===== src/rtl/match_window_counter.sv =====
// Counts rising edges of a detector match line inside programmable back-to-back windows,
// reporting per-window totals and a sticky threshold alarm. Optional MATCH_WINDOW_OVF_EN adds a sticky overflow flag.
module match_window_counter #(
  parameter int unsigned CNT_W = 8,
  parameter int unsigned WIN_W = 16
) (
  input  logic             clock,
  input  logic             reset,
  input  logic             enable,
  input  logic             det_in,
  input  logic             clear,
  input  logic [WIN_W-1:0] window_len,
  input  logic [CNT_W-1:0] threshold,
  output logic [CNT_W-1:0] live_count,
  output logic [CNT_W-1:0] last_count,
  output logic             window_done,
  output logic             alarm,
`ifdef MATCH_WINDOW_OVF_EN
  output logic             busy,
  output logic             overflow
`else
  output logic             busy
`endif
);

  localparam logic [CNT_W-1:0] CNT_MAX = '1;

  typedef enum logic {IDLE, RUN} state_t;

  state_t           state, state_n;
  logic             det_prev;
  logic [WIN_W-1:0] cyc, cyc_n;
  logic [WIN_W-1:0] win_len_q, win_len_n;
  logic [WIN_W-1:0] win_len_eff;
  logic [CNT_W-1:0] live_n, last_n, cnt_inc;
  logic             done_n, alarm_n, busy_n, alarm_chk;
  logic             edge_c, last_cyc;
`ifdef MATCH_WINDOW_OVF_EN
  logic             ovf_n;
`endif

  assign edge_c      = det_in & ~det_prev;
  assign last_cyc    = (cyc == win_len_q - WIN_W'(1));
  assign win_len_eff = (window_len == '0) ? WIN_W'(1) : window_len;

  // State and datapath registers
  always_ff @(posedge clock) begin
    if (reset) begin
      state       <= IDLE;
      det_prev    <= 1'b0;
      cyc         <= '0;
      win_len_q   <= WIN_W'(1);
      live_count  <= '0;
      last_count  <= '0;
      window_done <= 1'b0;
      alarm       <= 1'b0;
      busy        <= 1'b0;
`ifdef MATCH_WINDOW_OVF_EN
      overflow    <= 1'b0;
`endif
    end else begin
      state       <= state_n;
      det_prev    <= det_in;
      cyc         <= cyc_n;
      win_len_q   <= win_len_n;
      live_count  <= live_n;
      last_count  <= last_n;
      window_done <= done_n;
      alarm       <= alarm_n;
      busy        <= busy_n;
`ifdef MATCH_WINDOW_OVF_EN
      overflow    <= ovf_n;
`endif
    end
  end

  // Next-state and next-output logic
  always_comb begin
    state_n   = state;
    cyc_n     = cyc;
    win_len_n = win_len_q;
    live_n    = live_count;
    last_n    = last_count;
    done_n    = 1'b0;
    alarm_n   = alarm;
    alarm_chk = 1'b0;
    cnt_inc   = live_count;
`ifdef MATCH_WINDOW_OVF_EN
    ovf_n     = overflow;
`endif

    case (state)
      IDLE: begin
        if (enable) begin
          state_n   = RUN;
          win_len_n = win_len_eff;
          cyc_n     = '0;
          live_n    = '0;
        end
      end
      RUN: begin
        // Count including this cycle's edge; clear drops the edge
        if (clear) begin
          cnt_inc = '0;
        end else if (edge_c && live_count != CNT_MAX) begin
          cnt_inc = live_count + CNT_W'(1);
        end
`ifdef MATCH_WINDOW_OVF_EN
        if (edge_c && !clear && live_count == CNT_MAX) begin
          ovf_n = 1'b1;
        end
`endif
        if (last_cyc) begin
          last_n    = cnt_inc;
          done_n    = 1'b1;
          live_n    = '0;
          cyc_n     = '0;
          alarm_chk = 1'b1;
          if (enable) begin
            win_len_n = win_len_eff;
          end else begin
            state_n = IDLE;
          end
        end else if (!enable) begin
          state_n = IDLE;
          live_n  = '0;
          cyc_n   = '0;
        end else begin
          live_n    = cnt_inc;
          cyc_n     = cyc + WIN_W'(1);
          alarm_chk = 1'b1;
        end
      end
      default: state_n = IDLE;
    endcase

    if (alarm_chk && threshold != '0 && cnt_inc >= threshold) begin
      alarm_n = 1'b1;
    end

    if (clear) begin
      live_n  = '0;
      last_n  = '0;
      alarm_n = 1'b0;
`ifdef MATCH_WINDOW_OVF_EN
      ovf_n   = 1'b0;
`endif
    end

    busy_n = (state_n == RUN);
  end

endmodule


===== config.mk =====
export PLATFORM = sky130hd
export DESIGN_NAME = match_window_counter
export DESIGN_NICKNAME = d
export VERILOG_FILES = /design/src/rtl/match_window_counter.sv
export SDC_FILE = /design/constraint.sdc
export NUM_CORES = 1
export LEC_CHECK = 0
export BUFFER_PORTS_ARGS = -buffer_cell sky130_fd_sc_hd__buf_2
export CAP_MARGIN = 10
export CORE_MARGIN = 2
export CORE_UTILIZATION = 45
export DETAILED_ROUTE_END_ITERATION = 10
export PLACE_DENSITY = 0.62
export SETUP_SLACK_MARGIN = 0.15
export SYNTH_ARGS = -nofsm -noshare
export SYNTH_HDL_FRONTEND = slang
export SYNTH_SLANG_ARGS = --single-unit

===== constraint.sdc =====
create_clock -name clock -period 6.15 [get_ports clock]
set_input_delay 0.9225 -clock clock [delete_from_list [all_inputs] [get_ports clock]]
set_output_delay 0.9225 -clock clock [all_outputs]
set_load 0.03 [all_outputs]

==> flow_results.org <==
** Run status
- The flow ran to the end, and the final reports show no timing, DRC or antenna violations.

** Synth
- In this run, synthesis inferred 0 flip-flops with an integrated enable.
- In the synthesized netlist the dominant register cell turns out to be sky130_fd_sc_hd__dfxtp_1.
- In this run the cell area of the synthesized design comes to 0.00346 mm^2.
- Sequential-to-total area share from yosys stat :: 0.301
- Counting distinct cell types in the post-synthesis netlist gives 59.
- In this run, synthesis produced a sequential element count of 52.
- The number of nets handed over by synthesis was 457.
- After synthesis, the mean cell area works out to 8.29 um^2.
- After synthesis, the share of flip-flops with an asynchronous set or reset is 0.
- Total number of yosys warnings :: 0
- Post-Synthesis Cells :: 417

** Cells and area
- Final Non-Filler Cells :: roughly 550
- Final net count :: 485
- Leaving out fill and tap cells, the most frequent cell in the layout is sky130_fd_sc_hd__dfxtp_1.
- Commonest cells after routing, fill and taps aside :: 52 x sky130_fd_sc_hd__dfxtp_1, 47 x sky130_fd_sc_hd__buf_2, 36 x sky130_fd_sc_hd__nand2b_1
- With fillers left out, the area of the finished cells amounts to 0.00381 mm^2.
- Of the cells placed in the final design, the portion with a size suffix greater than 1 is 0.173.
- From synthesis to final layout, the design area changed by 10.2%.
- The number of antenna diodes in the final layout is 0.

** Clock tree
- In this run the number of H-tree levels came out at 2.
- Root buffer cell :: sky130_fd_sc_hd__clkbuf_8
- After clock tree synthesis, the clock-pin slew on the worst setup and hold paths is 0.10 ns.
- The clock drives 52 sinks.
- After clock tree synthesis, the flow added hold-fix buffers numbering 0.
- The longest clock path from root to sink contains 2 buffers.
- TritonCTS clock tree :: yes
- Worst-Skew Late Latency :: 0.31 ns
- Number of buffers added by the clock tree synthesis step :: 5
- Gates resized during post-CTS repair numbered 0.
- Number of buffers inserted to repair setup after CTS :: 0

** STA
- Worst Skew :: between 0.01 and 0.015 ns
- Transition time at the pin with the least slew margin :: ~0.85 ns
- Setup repair after global routing left no endpoint under its margin.
- The worst pin sits at a relative slew slack of 0.435.
- Derived from the worst setup path, the maximum achievable clock frequency is 0.290 GHz.
- Summed over all failing endpoints, the final setup total negative slack is 0 ns.
- Dividing the final minimum period by the clock period gives 0.560.
- The count of final max-slew check failures came to 0.
- Min Clock Period, post-route :: between 3 and 4 ns
- Final hold violation count :: 0
- Worst Hold Slack :: 0.481 ns
- Final setup violating endpoints :: 0

** Job
- Max-cap violations in this run came to 0.

** Hold path
- Start point of the worst hold path :: last_count[2]
- Worst min-delay path class :: register to register
- The worst hold path was traced through 2 stages.
- For hold timing, the worst endpoint is last_count[2].

** Worst setup path
- The worst register-to-register path begins at live_count[0].
- In this run the critical register-to-register path is captured at alarm.
- Together, buffers and inverters on the worst path number 0.
- Walking the worst path, the cells encountered are ha_1, nand3_1, o21ai_1, nand2_1, a21oi_1, mux2_2, ha_1, a21o_1, a21o_1, a21o_1, a21o_1, a2111oi_0, o31ai_1.
- The worst register-to-register path has a depth of 13.
- STA classifies the critical path endpoint as a register.
- The worst register-to-register path has a setup slack of between 2 and 3 ns.
- Crit path kind :: register to register
- STA classifies the critical path startpoint as a register.
- Maximum net fanout on the critical path :: 8
- Worst Path Required :: 6.34 ns
- Critical Path Most Common Cell :: sky130_fd_sc_hd__a21o_1
- Standard cell with the maximum stage delay on the critical path :: sky130_fd_sc_hd__dfxtp_1
- Dominant delay contributor by cell family on the critical path :: compound AO/OA/AOI/OAI gates
- Crit path DAT :: 3.63 ns
- Longest individual stage delay on the worst path :: 0.51 ns

** GRT
- For this run, the total global-route usage over all layers was measured as 0.197.
- Entering global routing, the biggest net connects 57 pins.
- The number of global-route vias before repair came to 2777.
- The number of antenna violations at the first check in global routing came to 0.
- Wire length of the first global-routing pass :: around 14 mm
- Total grt overflow :: 0

** Detailed routing
- In this run the remaining antenna-violating nets after routing total 0.
- After detailed routing, the average wire length per cell comes to 14.9 um.
- Before antenna repair, the detailed router went through 4 iterations.
- Via count normalized by instance count :: 5.62
- Summed over all layers, the routed wires come to approximately 8.1 mm.
- For this block, the initial DRC count from the detailed router was 159.
- Number of vias after detailed routing :: around 3100
- In the routed design, unresolved DRC markers number 0.

** Floorplanning
- In this run the standard cell core region covers 0.00733 mm^2.
- Row generation in the floorplan step produced 31 rows.
- Die area :: 0.00840 mm^2
- DIE WIDTH :: 91.7 um
- Initial Utilization :: 0.472
- Count of boundary I/O pins :: 48
- Die Ht :: between 90 and 100 um

** Placement
- Routability congestion estimate from global placement :: 0.865
- # placed instances :: roughly 540
- Port buffering added 47 buffers.
- Summing all placed instances gives a cell area of 0.00370 mm^2.
- Detailed placement HPWL :: 5.91 mm

** Power and ir drop
- Leakage power total :: 1.58 nW
- Dividing total power by cell area gives a power density of ~190 mW/mm^2.
- Total power for the finished layout comes to 0.708 mW.
- VDD sags by at most 0.0000942 V.
## logic make-up (layout without fill, tap and decap cells)
kind of cell,after synthesis,in the layout,share of synthesized area
xor gates and xnor gates,28,28,0.0709
AOI/OAI and AO/OA,88,88,0.180
buffers and inverters,42,71,0.0547
muxes,22,22,0.0659
adders and majority gates,11,11,0.0398
DFF,52,52,0.301
and+or+nand+nor,174,174,0.288
## worst max-delay path by stage
stage,from,endpoint,slack (ns),cells after the start
finish,live_count[0],alarm,2.71,13
global route,win_len_q[0],live_count[6],2.49,9
CTS,live_count[0],alarm,2.75,13
detailed placement,det_in,alarm,2.64,13
global placement,det_in,alarm,2.75,13
floorplan,state,alarm,2.88,13
## power breakdown
part	internal, mW	total [mW]	leakage (nW)	switching, mW
Sequential	0.345	0.357	0.422	0.0123
Clock	0.121	0.239	0.0541	0.118
Combinational	0.0478	0.111	1.10	0.0634
Total	0.513	0.708	1.58	0.194
## state kept, by name, indices dropped and copies added, names as in the netlist
name / flops
alarm: 1
cyc: 16
det_prev: 1
last_count: 8
live_count: 8
state: 1
win_len_q: 16
window_done: 1
## metrics by stage
step	setup slack [ns]	util
CTS	2.75	0.520
finish	2.71	0.520
floorplan	2.88	-
global route	2.49	0.520
detailed placement	2.64	0.505
global placement	2.75	0.505
## worst register-to-register path, stage by stage, from the launching register on
cell and delay, ns:
sky130_fd_sc_hd__dfxtp_1 0.51, sky130_fd_sc_hd__ha_1 0.29, sky130_fd_sc_hd__nand3_1 0.12, sky130_fd_sc_hd__o21ai_1 0.42, sky130_fd_sc_hd__nand2_1 0.10, sky130_fd_sc_hd__a21oi_1 0.28, sky130_fd_sc_hd__mux2_2 0.22, sky130_fd_sc_hd__ha_1 0.22
sky130_fd_sc_hd__a21o_1 0.15, sky130_fd_sc_hd__a21o_1 0.16, sky130_fd_sc_hd__a21o_1 0.16, sky130_fd_sc_hd__a21o_1 0.16, sky130_fd_sc_hd__a2111oi_0 0.39, sky130_fd_sc_hd__o31ai_1 0.13
## layout make-up
class	count	area (um^2)
flip-flops and latches	52	1040
clock inverters	3	42.5
fillers	686	3520
inverters	13	48.8
repair buffers	50	258
multi-input cells	323	2230
clock buffers	5	68.8
well taps	99	124
## routing by layer
layer / vias up / global-route usage / part of all wire / routed length, um
li1: 1565 / - / - / -
met4: 0 / 0.0556 / 0.011 / 91
met3: 9 / 0.0288 / 0.047 / 379
met5: - / 0 / 0 / 0
met1: 1419 / 0.306 / 0.52 / 4250
met2: 69 / 0.278 / 0.42 / 3410
## Yosys cell counts (2+ instances only)
cell	instances	area, um^2
sky130_fd_sc_hd__o21ai_0	16	80.1
sky130_fd_sc_hd__xnor2_1	20	175
sky130_fd_sc_hd__mux2_2	6	67.6
sky130_fd_sc_hd__nor3_1	14	70.1
sky130_fd_sc_hd__a21oi_1	17	85.1
sky130_fd_sc_hd__a211oi_1	10	75.1
sky130_fd_sc_hd__or2_2	6	37.5
sky130_fd_sc_hd__buf_2	3	15.0
sky130_fd_sc_hd__nand2b_1	36	225
sky130_fd_sc_hd__mux2i_1	16	160
sky130_fd_sc_hd__nor4_1	14	87.6
sky130_fd_sc_hd__and3b_1	2	17.5
sky130_fd_sc_hd__a21o_1	12	90.1
sky130_fd_sc_hd__inv_1	12	45.0
sky130_fd_sc_hd__and2_1	2	12.5
sky130_fd_sc_hd__clkbuf_1	21	78.8
sky130_fd_sc_hd__nor2_1	16	60.1
sky130_fd_sc_hd__nor4b_1	2	17.5
sky130_fd_sc_hd__ha_1	11	138
sky130_fd_sc_hd__or3_1	7	43.8
sky130_fd_sc_hd__a211o_1	3	26.3
sky130_fd_sc_hd__nand4_1	11	68.8
sky130_fd_sc_hd__o21a_1	2	15.0
sky130_fd_sc_hd__o31ai_1	4	30.0
sky130_fd_sc_hd__a22o_1	9	78.8
sky130_fd_sc_hd__nand4b_1	2	17.5
sky130_fd_sc_hd__and4_1	3	26.3
sky130_fd_sc_hd__nand3_1	15	75.1
sky130_fd_sc_hd__nor2b_1	8	50.1
sky130_fd_sc_hd__dfxtp_1	52	1040
sky130_fd_sc_hd__nand2_1	27	101
sky130_fd_sc_hd__or4_1	2	15.0
sky130_fd_sc_hd__and3_1	2	12.5
sky130_fd_sc_hd__buf_1	2	7.51
sky130_fd_sc_hd__xor2_1	8	70.1
Note: power is estimated with default switching activity, not from simulation.
